[src/rtl/drac_pkg.sv]
// ---------------------------------------------------------------------------
// drac_pkg
// Shared types and constants for the fetch-side queue.
//   addr_t              : 40-bit virtual address
//   fetch_queue_entry_t : one decoded-bound fetch record {pc, instr, xcpt}
//   FETCH_QUEUE_DEPTH   : default number of fetch queue entries
// ---------------------------------------------------------------------------
package drac_pkg;

    localparam int ADDR_W            = 40;
    localparam int INSTR_W           = 32;
    localparam int FETCH_QUEUE_DEPTH = 4;

    typedef logic [ADDR_W-1:0]  addr_t;
    typedef logic [INSTR_W-1:0] instr_t;

    typedef struct packed {
        addr_t  pc;
        instr_t instr;
        logic   xcpt;
    } fetch_queue_entry_t;

endpackage : drac_pkg

[src/rtl/fetch_queue_fifo.sv]
// ---------------------------------------------------------------------------
// fetch_queue_fifo
// Entry storage for the instruction fetch queue. Circular buffer with
// log2(DEPTH)-bit pointers and a log2(DEPTH)+1-bit occupancy count.
//   clk_i, rstn_i : clock, async active-low reset
//   clear_i       : synchronous empty (flush); wins over push/pop
//   push_i/data_i : write an entry; ignored when full unless popping too
//   pop_i         : retire the head entry (ignored when empty)
//   data_o        : head entry, zero when empty
//   full_o/empty_o/count_o : occupancy status
// ---------------------------------------------------------------------------
module fetch_queue_fifo
    import drac_pkg::*;
#(
    parameter int DEPTH = FETCH_QUEUE_DEPTH,
    parameter int PW    = $clog2(DEPTH),
    parameter int CW    = $clog2(DEPTH) + 1
) (
    input  logic               clk_i,
    input  logic               rstn_i,
    input  logic               clear_i,
    input  logic               push_i,
    input  fetch_queue_entry_t data_i,
    input  logic               pop_i,
    output fetch_queue_entry_t data_o,
    output logic               full_o,
    output logic               empty_o,
    output logic [CW-1:0]      count_o
);

    localparam logic [CW-1:0] DEPTH_C = CW'(DEPTH);

    fetch_queue_entry_t mem [DEPTH];
    logic [DEPTH-1:0]   vld;
    logic [PW-1:0]      wptr, rptr;
    logic [CW-1:0]      count;
    logic               do_push, do_pop;

    assign empty_o = (count == '0);
    assign full_o  = (count == DEPTH_C);
    assign count_o = count;

    // A full queue only accepts a write when the head leaves in the same
    // cycle; otherwise the write is dropped and the contents stay intact.
    assign do_push = push_i && (!full_o || pop_i);
    assign do_pop  = pop_i && !empty_o;

    always_ff @(posedge clk_i or negedge rstn_i) begin
        if (!rstn_i) begin
            wptr  <= '0;
            rptr  <= '0;
            count <= '0;
            vld   <= '0;
        end else if (clear_i) begin
            wptr  <= '0;
            rptr  <= '0;
            count <= '0;
            vld   <= '0;
        end else begin
            // Clear before set: on a full push+pop the two pointers alias.
            if (do_pop) begin
                rptr      <= rptr + PW'(1);
                vld[rptr] <= 1'b0;
            end
            if (do_push) begin
                wptr      <= wptr + PW'(1);
                vld[wptr] <= 1'b1;
            end
            count <= count + CW'(do_push) - CW'(do_pop);
        end
    end

    // Payload needs no reset: it is masked by the valid bit on the read side.
    always_ff @(posedge clk_i) begin
        if (do_push && !clear_i) begin
            mem[wptr] <= data_i;
        end
    end

    assign data_o = vld[rptr] ? mem[rptr] : '0;

endmodule : fetch_queue_fifo

[src/rtl/instr_fetch_queue.sv]
// ---------------------------------------------------------------------------
// instr_fetch_queue
// Decouples the icache response path from decode. Tracks the single
// outstanding icache request, captures its response into a FIFO and
// presents the head entry to decode with a valid/ready handshake.
// A flush empties the queue and, if a request is still in flight, arms
// drop_next so that its late response is discarded.
//   clk_i, rstn_i        : clock, async active-low reset
//   flush_i              : redirect/exception; kills queued + in-flight
//   req_issued_i/req_pc_i: icache accepted a request this cycle
//   resp_valid_i/resp_instr_i/resp_page_fault_i : icache response
//   fetch_ready_o        : fetch may issue a new request
//   dec_valid_o/dec_ready_i, dec_pc_o/dec_instr_o/dec_xcpt_o : to decode
//   empty_o/full_o       : queue status
// ---------------------------------------------------------------------------
module instr_fetch_queue
    import drac_pkg::*;
#(
    parameter int DEPTH = FETCH_QUEUE_DEPTH
) (
    input  logic         clk_i,
    input  logic         rstn_i,
    input  logic         flush_i,
    input  logic         req_issued_i,
    input  addr_t        req_pc_i,
    input  logic         resp_valid_i,
    input  instr_t       resp_instr_i,
    input  logic         resp_page_fault_i,
    output logic         fetch_ready_o,
    output logic         dec_valid_o,
    input  logic         dec_ready_i,
    output addr_t        dec_pc_o,
    output instr_t       dec_instr_o,
    output logic         dec_xcpt_o,
    output logic         empty_o,
    output logic         full_o
);

    localparam int CW = $clog2(DEPTH) + 1;
    localparam logic [CW:0] DEPTH_C = (CW+1)'(DEPTH);

    logic               pending;
    addr_t              pending_pc;
    logic               drop_next;

    logic               push, pop;
    fetch_queue_entry_t wr_entry, head;
    logic [CW-1:0]      count;
    logic [CW:0]        reserved;

    // A response is only kept if it answers the live request.
    assign push = resp_valid_i && pending && !drop_next && !flush_i;
    assign pop  = dec_valid_o && dec_ready_i && !flush_i;

    assign wr_entry.pc    = pending_pc;
    assign wr_entry.instr = resp_instr_i;
    assign wr_entry.xcpt  = resp_page_fault_i;

    fetch_queue_fifo #(.DEPTH(DEPTH)) u_fifo (
        .clk_i   (clk_i),
        .rstn_i  (rstn_i),
        .clear_i (flush_i),
        .push_i  (push),
        .data_i  (wr_entry),
        .pop_i   (pop),
        .data_o  (head),
        .full_o  (full_o),
        .empty_o (empty_o),
        .count_o (count)
    );

    assign dec_valid_o = !empty_o;
    assign dec_pc_o    = head.pc;
    assign dec_instr_o = head.instr;
    assign dec_xcpt_o  = head.xcpt;

    // Slots already promised: queued entries plus the in-flight response.
    assign reserved = {1'b0, count} + {{CW{1'b0}}, pending};

    assign fetch_ready_o = (reserved < DEPTH_C)
                        && !(pending && !resp_valid_i)
                        && !drop_next;

    always_ff @(posedge clk_i or negedge rstn_i) begin
        if (!rstn_i) begin
            pending    <= 1'b0;
            pending_pc <= '0;
            drop_next  <= 1'b0;
        end else if (flush_i) begin
            // A request issued in the flush cycle is already on the new path.
            pending <= req_issued_i;
            if (req_issued_i) begin
                pending_pc <= req_pc_i;
            end
            // Any response still owed to the old path must be swallowed.
            drop_next <= (drop_next || pending) && !resp_valid_i;
        end else begin
            if (resp_valid_i && drop_next) begin
                drop_next <= 1'b0;
            end
            if (req_issued_i) begin
                pending    <= 1'b1;
                pending_pc <= req_pc_i;
            end else if (resp_valid_i && pending && !drop_next) begin
                pending <= 1'b0;
            end
        end
    end

endmodule : instr_fetch_queue

[config.mk]
export PLATFORM = sky130hd
export DESIGN_NAME = instr_fetch_queue
export DESIGN_NICKNAME = d
export VERILOG_FILES = /design/src/rtl/drac_pkg.sv /design/src/rtl/fetch_queue_fifo.sv /design/src/rtl/instr_fetch_queue.sv
export SDC_FILE = /design/constraint.sdc
export NUM_CORES = 1
export LEC_CHECK = 0
export BUFFER_PORTS_ARGS = -buffer_cell sky130_fd_sc_hd__buf_2
export CORE_MARGIN = 5
export CORE_UTILIZATION = 45
export DETAILED_ROUTE_END_ITERATION = 10
export GPL_TIMING_DRIVEN = 0
export MAX_ROUTING_LAYER = met4
export SETUP_SLACK_MARGIN = 0.15
export SYNTH_ARGS = -nofsm -noshare
export SYNTH_HDL_FRONTEND = slang
export SYNTH_SLANG_ARGS = --single-unit
[constraint.sdc]
create_clock -name clk_i -period 2.8 [get_ports clk_i]
set_clock_uncertainty 0.15 [all_clocks]
set_input_delay 0.7 -clock clk_i [delete_from_list [all_inputs] [get_ports clk_i]]
set_output_delay 0.7 -clock clk_i [all_outputs]
set_load 0.005 [all_outputs]
==> results by group, run 1 <==
Synth
  – Post-synth EDFFs: 292
  – Top-area cell type share of the netlist area: 0.655
  – Post-Syn Area per Cell: 21.3 µm²
  – Top FF cell, synth: edfxtp_1
  – #FFs+latches synth: 345
  – Top cells by area, synth: edfxtp_1, mux4_2, dfrtp_1, nor2b_1, mux2_2
  – Async S/R FF share, synth: 0.154
  – Leading area contributor after synthesis: edfxtp_1
  – Library cells used by synthesis: 36
  – Post-synthesis cell count: 629
  – Mapped Nets: 720
  – Cell with the most instances after synthesis: edfxtp_1
  – Most frequent cells after synthesis: edfxtp_1, nor2b_1, mux4_2
  – Register area share after synthesis: 0.754
  – Post-Syn Area: 13400 µm²
  – Yosys warns: 0

Route
  – ANT nets after route: 0
  – Via count: 6568
  – Total Routed Length: 27200 µm
  – Routed length per instance: 21.4 µm
  – Drt via density: 5.17
  – DRT Pass-1 Iters: 4
  – Iter 0 DRT Violations: 282
  – Post-route DRC: 0

CTS
  – CTS tree: done
  – Clk pin slew, worst setup/hold paths: 0.06 ns
  – Hold_buf cts: 0
  – CTS Buf Count: 37
  – H-tree levels: 2
  – Root buf cell: clkbuf_16
  – Clock Tree Buf Depth: 3
  – Worst skew pair latency: 0.50 ns
  – CTS Sinks: 345

Setup path
  – CP bufs+invs: 5
  – Critical path, cell by cell: buf_6 > buf_6 > buf_12 > buf_12 > mux4_2 > nor2b_1 > buf_2
  – Critical path capture point type: output port
  – CP startpoint kind: flop
  – Critical Path RT: 1.95 ns
  – CP max-delay cell: mux4_2
  – CP peak stage delay: 0.50 ns
  – Maximum net fanout on the critical path: 7
  – Crit Path Class: flop to output port
  – Worst path arrival time: 2.17 ns
  – Top delay family on crit path: buffers and inverters

Pwr
  – Pwr per Cell Area: 792 nW/µm²
  – Max IR drop VDD: 0.566 mV
  – Pleak: 5.93 nW

Cells and area
  – Fill count: 2285
  – Share of cells above drive strength 1: 0.473
  – Final instance area: 16600 µm²
  – Area added between synthesis and finish: 24.0%
  – Area taken by multi-input logic gates: 3290 µm²
  – Final net count: 937
  – Final core occ: 0.563
  – Register area: 10100 µm²

Placed design
  – Port buffer count: 153
  – Cell Area, Placed: 14700 µm²
  – Routability Congestion: 0.697
  – DPL Wire Length: 15300 µm

Floorplan
  – Core box area: 29500 µm²
  – Starting Density: 0.454
  – Die area: 33300 µm²
  – Die width: 183 µm
  – Die height: 183 µm
  – Ports: 156
  – Std-Cell Rows: 63

Timing
  – Tmin final: 3.02 ns
  – Worst slew pin tran: 1.22 ns
  – Fin. Hold Viols: 0
  – Final Slew Violations: 0
  – Fin crit share: 1.08
  – Final Setup Violations: 73
  – Max-slew headroom: 0.185
  – RSZ-0062 raised after global routing: yes
  – Maximum clock frequency: 331 MHz
  – Setup WS post-layout: -0.222 ns

Global routing
  – GRT overflow: 0
  – Vias in the first global route: 7180
  – GRT Util Overall: 0.166
  – Antenna violations before repair: 5
  – Largest net degree at the start of global routing: 75
  – First-pass GRT wire length: 41500 µm

Run status
  – Violations in the final reports: setup timing
  – Outcome: complete, but fails checks

Worst hold path
  – HP Class: primary input to asynchronous set/reset pin

Job
  – Max cap viols: 0
metal layers:
| metal | track usage | vias to the layer above | wire (µm) | part of all wire |
|---|---|---|---|---|
| li1 | - | 2949 | - | - |
| met1 | 0.218 | 3416 | 11600 | 0.43 |
| met2 | 0.269 | 164 | 13600 | 0.50 |
| met3 | 0.0379 | 39 | 1590 | 0.058 |
| met4 | 0.0378 | 0 | 454 | 0.017 |
| met5 | - | - | 0 | 0 |
power breakdown:
part,internal (mW),switching (mW),total [mW]
clock,2.83,1.85,4.68
combinational,1.53,1.03,2.56
sequential,5.80,0.118,5.92
total,10.2,3.00,13.2
timing repair:
action	CTS	global route
pin swaps	0	2
setup buffers	9	5
resized for setup	66	50
setup endpoints to repair	74	84
gates cloned	4	7
metrics by stage:
step	setup TNS [ns]	hold WS [ns]	power, mW	worst slack [ns]	instances
after floorplan	0	0.254	7.33	0.327	629
after global placement	-72.30	0.330	7.90	-0.256	1172
after detailed placement	-70.77	0.353	7.95	-0.262	1172
after CTS	-14.52	0.150	13.0	-0.259	1253
after global routing	-16.87	0.169	13.7	-0.284	1270
final	-12.52	0.122	13.2	-0.222	1270
area by class of cell:
class	count	area share
well taps	390	0.0294
plain buffers	30	0.0195
diodes	5	0.000753
clock inverters	11	0.00655
repair buffers	176	0.0707
inverters	9	0.00203
multi-input cells	247	0.198
flip-flops and latches	345	0.608
clock buffers	57	0.0646
logic make-up (layout without fill, tap and decap cells):
kind of cell,Yosys count,count (layout),share of synthesized area
flops,345,345,0.754
xor+xnor,1,1,0.000654
compound gates,15,15,0.00850
other cells,0,5,0
fa+ha+maj,12,12,0.0118
simple gates,101,102,0.0475
buf+inv,39,283,0.0192
mux,116,117,0.159
path summary, 6_finish.rpt:
check / start / to / slack, ns / cells after the start
max: u_fifo.rptr[0] / dec_instr_o[19] / -0.22 / 7
min: rstn_i / pending_pc[15] / 0.12 / 1
max reg2reg: u_fifo.count_o[1] / u_fifo.vld[1] / 0.36 / 4
min reg2reg: pending_pc[25] / u_fifo.mem[0][58] / 0.36 / 0
max in group asynchronous: rstn_i / u_fifo.count_o[1] / 1.75 / 1
min in group clk_i: resp_valid_i / drop_next / 0.24 / 2
sequential cells by signal (all words and copies together) (netlist names):
name            flops
drop_next           1
u_fifo.vld          4
pending             1
u_fifo.rptr         2
u_fifo.count_o      3
pending_pc         40
u_fifo.mem        292
u_fifo.wptr         2
worst reg2reg max path, stage by stage, from the launching register on:
cell     delay [ns]
dfrtp_2        0.41
buf_4          0.17
or4b_4         0.60
and3_2         0.63
a31o_1         0.37
placed cells by master, fill, tap and decap left out, types with 9 or more instances in the layout:
cell / netlist / routed
clkbuf_16: 0 / 45
edfxtp_1: 292 / 292
nand2_1: 9 / 9
mux2_2: 41 / 40
clkbuf_1: 14 / 20
ha_1: 11 / 11
buf_6: 1 / 16
mux4_2: 73 / 73
buf_12: 5 / 9
inv_1: 9 / 9
nor2b_1: 74 / 43
buf_2: 9 / 147
nor2b_4: 0 / 28
dfrtp_1: 53 / 50
buf_4: 0 / 15
Power figures use the tool's default switching activity.
==> run 2: changes to the inputs <==
--- a/config.mk
+++ b/config.mk
@@ -7,10 +7,11 @@
 export LEC_CHECK = 0
 export BUFFER_PORTS_ARGS = -buffer_cell sky130_fd_sc_hd__buf_2
 export CORE_MARGIN = 5
-export CORE_UTILIZATION = 45
+export CORE_UTILIZATION = 58
 export DETAILED_ROUTE_END_ITERATION = 10
 export GPL_TIMING_DRIVEN = 0
 export MAX_ROUTING_LAYER = met4
+export PLACE_DENSITY = 0.79
 export SETUP_SLACK_MARGIN = 0.15
 export SYNTH_ARGS = -nofsm -noshare
 export SYNTH_HDL_FRONTEND = slang
==> results by group, run 2 (same netlist as run 1, synthesis figures left out) <==
CTS
  – H-tree levels: 2 (unchanged)
  – Hold_buf cts: 0 (unchanged)
  – CTS tree: done
  – Root buf cell: clkbuf_16
  – CTS Sinks: 345 (unchanged)
  – Clk pin slew, worst setup/hold paths: 0.06 ns (about the same)
  – CTS Buf Count: 36 (-2.7%)
  – Worst skew pair latency: 0.51 ns (about the same)
  – Clock Tree Buf Depth: 3 (unchanged)

Global routing
  – Largest net degree at the start of global routing: 75 (unchanged)
  – GRT Util Overall: 0.205 (+0.0386)
  – First-pass GRT wire length: 40000 µm (-3.5%)
  – Vias in the first global route: 7220 (+0.56%)
  – Antenna violations before repair: 3 (-2)
  – GRT overflow: 0 (unchanged)

Setup path
  – Top delay family on crit path: buffers and inverters
  – CP startpoint kind: flop
  – Critical Path RT: 1.95 ns (about the same)
  – Worst path arrival time: 2.17 ns (about the same)
  – FF-to-FF Start: u_fifo.count_o[2]
  – Critical path, cell by cell: buf_6 > mux2i_2 > mux2_4 > clkbuf_4 > nor2b_1 > buf_2
  – Crit path depth: 6 (-1)
  – Flop-to-flop setup slack: 0.35 ns (about the same)
  – Critical path capture point type: output port
  – CP peak stage delay: 0.40 ns (-0.10 ns)
  – Crit Path Class: flop to output port
  – Crit path from: u_fifo.rptr[0]
  – RR Endpoint: u_fifo.count_o[2]
  – CP bufs+invs: 3 (-2)
  – CP max-delay cell: dfrtp_1
  – Maximum net fanout on the critical path: 10 (+3)
  – R2R depth: 10 (+6)

Route
  – Routed length per instance: 22.3 µm (+4.2%)
  – Total Routed Length: 25800 µm (-5.3%)
  – DRT Pass-1 Iters: 7 (+3)
  – Post-route DRC: 0 (unchanged)
  – ANT nets after route: 0 (unchanged)
  – Iter 0 DRT Violations: 370 (+31%)
  – Drt via density: 5.74 (+11%)
  – Via count: 6632 (+0.97%)

Cells and area
  – Final instance area: 16200 µm² (-2.2%)
  – Fin cells: 1155 (-9.1%)
  – Share of cells above drive strength 1: 0.457 (-0.0164)
  – Final net count: 930 (-0.75%)
  – Most common cell after layout, fill and taps aside: edfxtp_1
  – Most frequent cells in the layout: edfxtp_1, buf_2, mux4_2
  – Largest regs: u_fifo.mem x292, pending_pc x40, u_fifo.vld x4
  – Final core occ: 0.715 (+0.152)
  – Area added between synthesis and finish: 21.3%
  – Most flop-heavy register: u_fifo.mem
  – Max reg flops: 292 (unchanged)

Run status
  – Violations in the final reports: setup timing
  – Outcome: complete, but fails checks

Timing
  – Worst slew pin tran: 1.18 ns (-0.0406 ns)
  – Final Setup Violations: 73 (unchanged)
  – Fin crit share: 1.08 (about the same)
  – Setup WS post-layout: -0.220 ns (+0.00248 ns)
  – Maximum clock frequency: 331 MHz (about the same)
  – RSZ-0062 raised after global routing: yes
  – Max-slew headroom: 0.212 (+0.0270)
  – Fin. Hold Viols: 0 (unchanged)
  – Tmin final: 3.02 ns (-0.00248 ns)
  – Final Slew Violations: 0 (unchanged)

Placed design
  – Cell Area, Placed: 14500 µm² (-0.91%)
  – Routability Congestion: 0.767 (+10%)
  – Placed cell count: 1067 (-9.0%)
  – DPL Wire Length: 14800 µm (-2.9%)
  – Port buffer count: 153 (unchanged)

Floorplan
  – Std-Cell Rows: 55 (-13%)
  – Die area: 26200 µm² (-21%)
  – Ports: 156 (unchanged)
  – Starting Density: 0.590 (+0.135)
  – Core box area: 22700 µm² (-23%)
  – Die width: 162 µm (-11%)
  – Die height: 162 µm (-11%)

Pwr
  – Pleak: 5.83 nW (-1.8%)
  – Pwr per Cell Area: 815 nW/µm² (+2.9%)
  – Max IR drop VDD: 0.560 mV (-0.99%)

Worst hold path
  – HP Class: primary input to asynchronous set/reset pin

Job
  – Max cap viols: 0 (unchanged)
run 2: cell count changes in the layout (fill, tap and decap cells not counted), moves of 4 or more:
cell,change
nor2b_1,+23
nor2b_4,-21
buf_6,-11
clkbuf_1,-11
buf_2,+6
clkbuf_8,+6
bufinv_16,+4
clkbuf_4,+4
run 2: worst reg2reg max path: stages (launching register included):
cell and delay [ns]:
dfrtp_2 0.43, buf_4 0.15, o31ai_1 0.42, nor2_1 0.08, ha_1 0.28, inv_1 0.06, ha_1 0.14, inv_1 0.05
fa_1 0.37, xnor2_1 0.14, nor2_1 0.05
run 2: where the power goes:
part           internal [mW]  switching [mW]
clock                   3.19            1.87
combinational           1.31           0.937
sequential              5.80           0.125
total                   10.3            2.93
run 2: per-stage QoR:
stage / hold slack, ns / TNS, ns / setup WS, ns / power [mW]
floorplan: 0.254 / 0 / 0.327 / 7.33
global placement: 0.330 / -41.45 / -0.157 / 7.85
detailed placement: 0.348 / -62.24 / -0.225 / 7.93
CTS: 0.224 / -11.77 / -0.228 / 13.1
global route: 0.165 / -17.10 / -0.290 / 13.8
finish: 0.118 / -11.55 / -0.220 / 13.2
run 2: layout make-up:
| type | instances | area, µm² |
|---|---|---|
| repair buffers | 171 | 985 |
| flip-flops and latches | 345 | 10100 |
| inverters | 9 | 33.8 |
| diodes | 3 | 7.51 |
| fillers | 1367 | 6470 |
| multi-input cells | 246 | 3120 |
| plain buffers | 30 | 339 |
| well taps | 285 | 357 |
| clock buffers | 49 | 1050 |
| clock inverters | 17 | 249 |
run 2: worst max path at each step:
stage                        end  slack (ns)
4_1_cts          dec_instr_o[27]       -0.23
3_3_place_gp   u_fifo.mem[0][50]       -0.16
2_1_floorplan   u_fifo.mem[0][0]        0.33
6_report            dec_pc_o[21]       -0.22
3_5_place_dp   u_fifo.mem[2][48]       -0.22
5_1_grt             dec_pc_o[28]       -0.29
run 2: what timing repair did:
| action | in CTS | in global routing |
|---|---|---|
| gates cloned | 2 | 4 |
| pin swaps | 0 | 1 |
| setup endpoints to repair | 74 | 74 |
| setup buffers | 7 | 6 |
| gates resized for setup | 46 | 14 |
run 2: layer usage:
metal / track usage / vias up / share of wire
li1: - / 2939 / -
met1: 0.269 / 3428 / 0.40
met2: 0.336 / 227 / 0.51
met3: 0.0393 / 38 / 0.070
met4: 0.0554 / 0 / 0.016
met5: - / - / 0
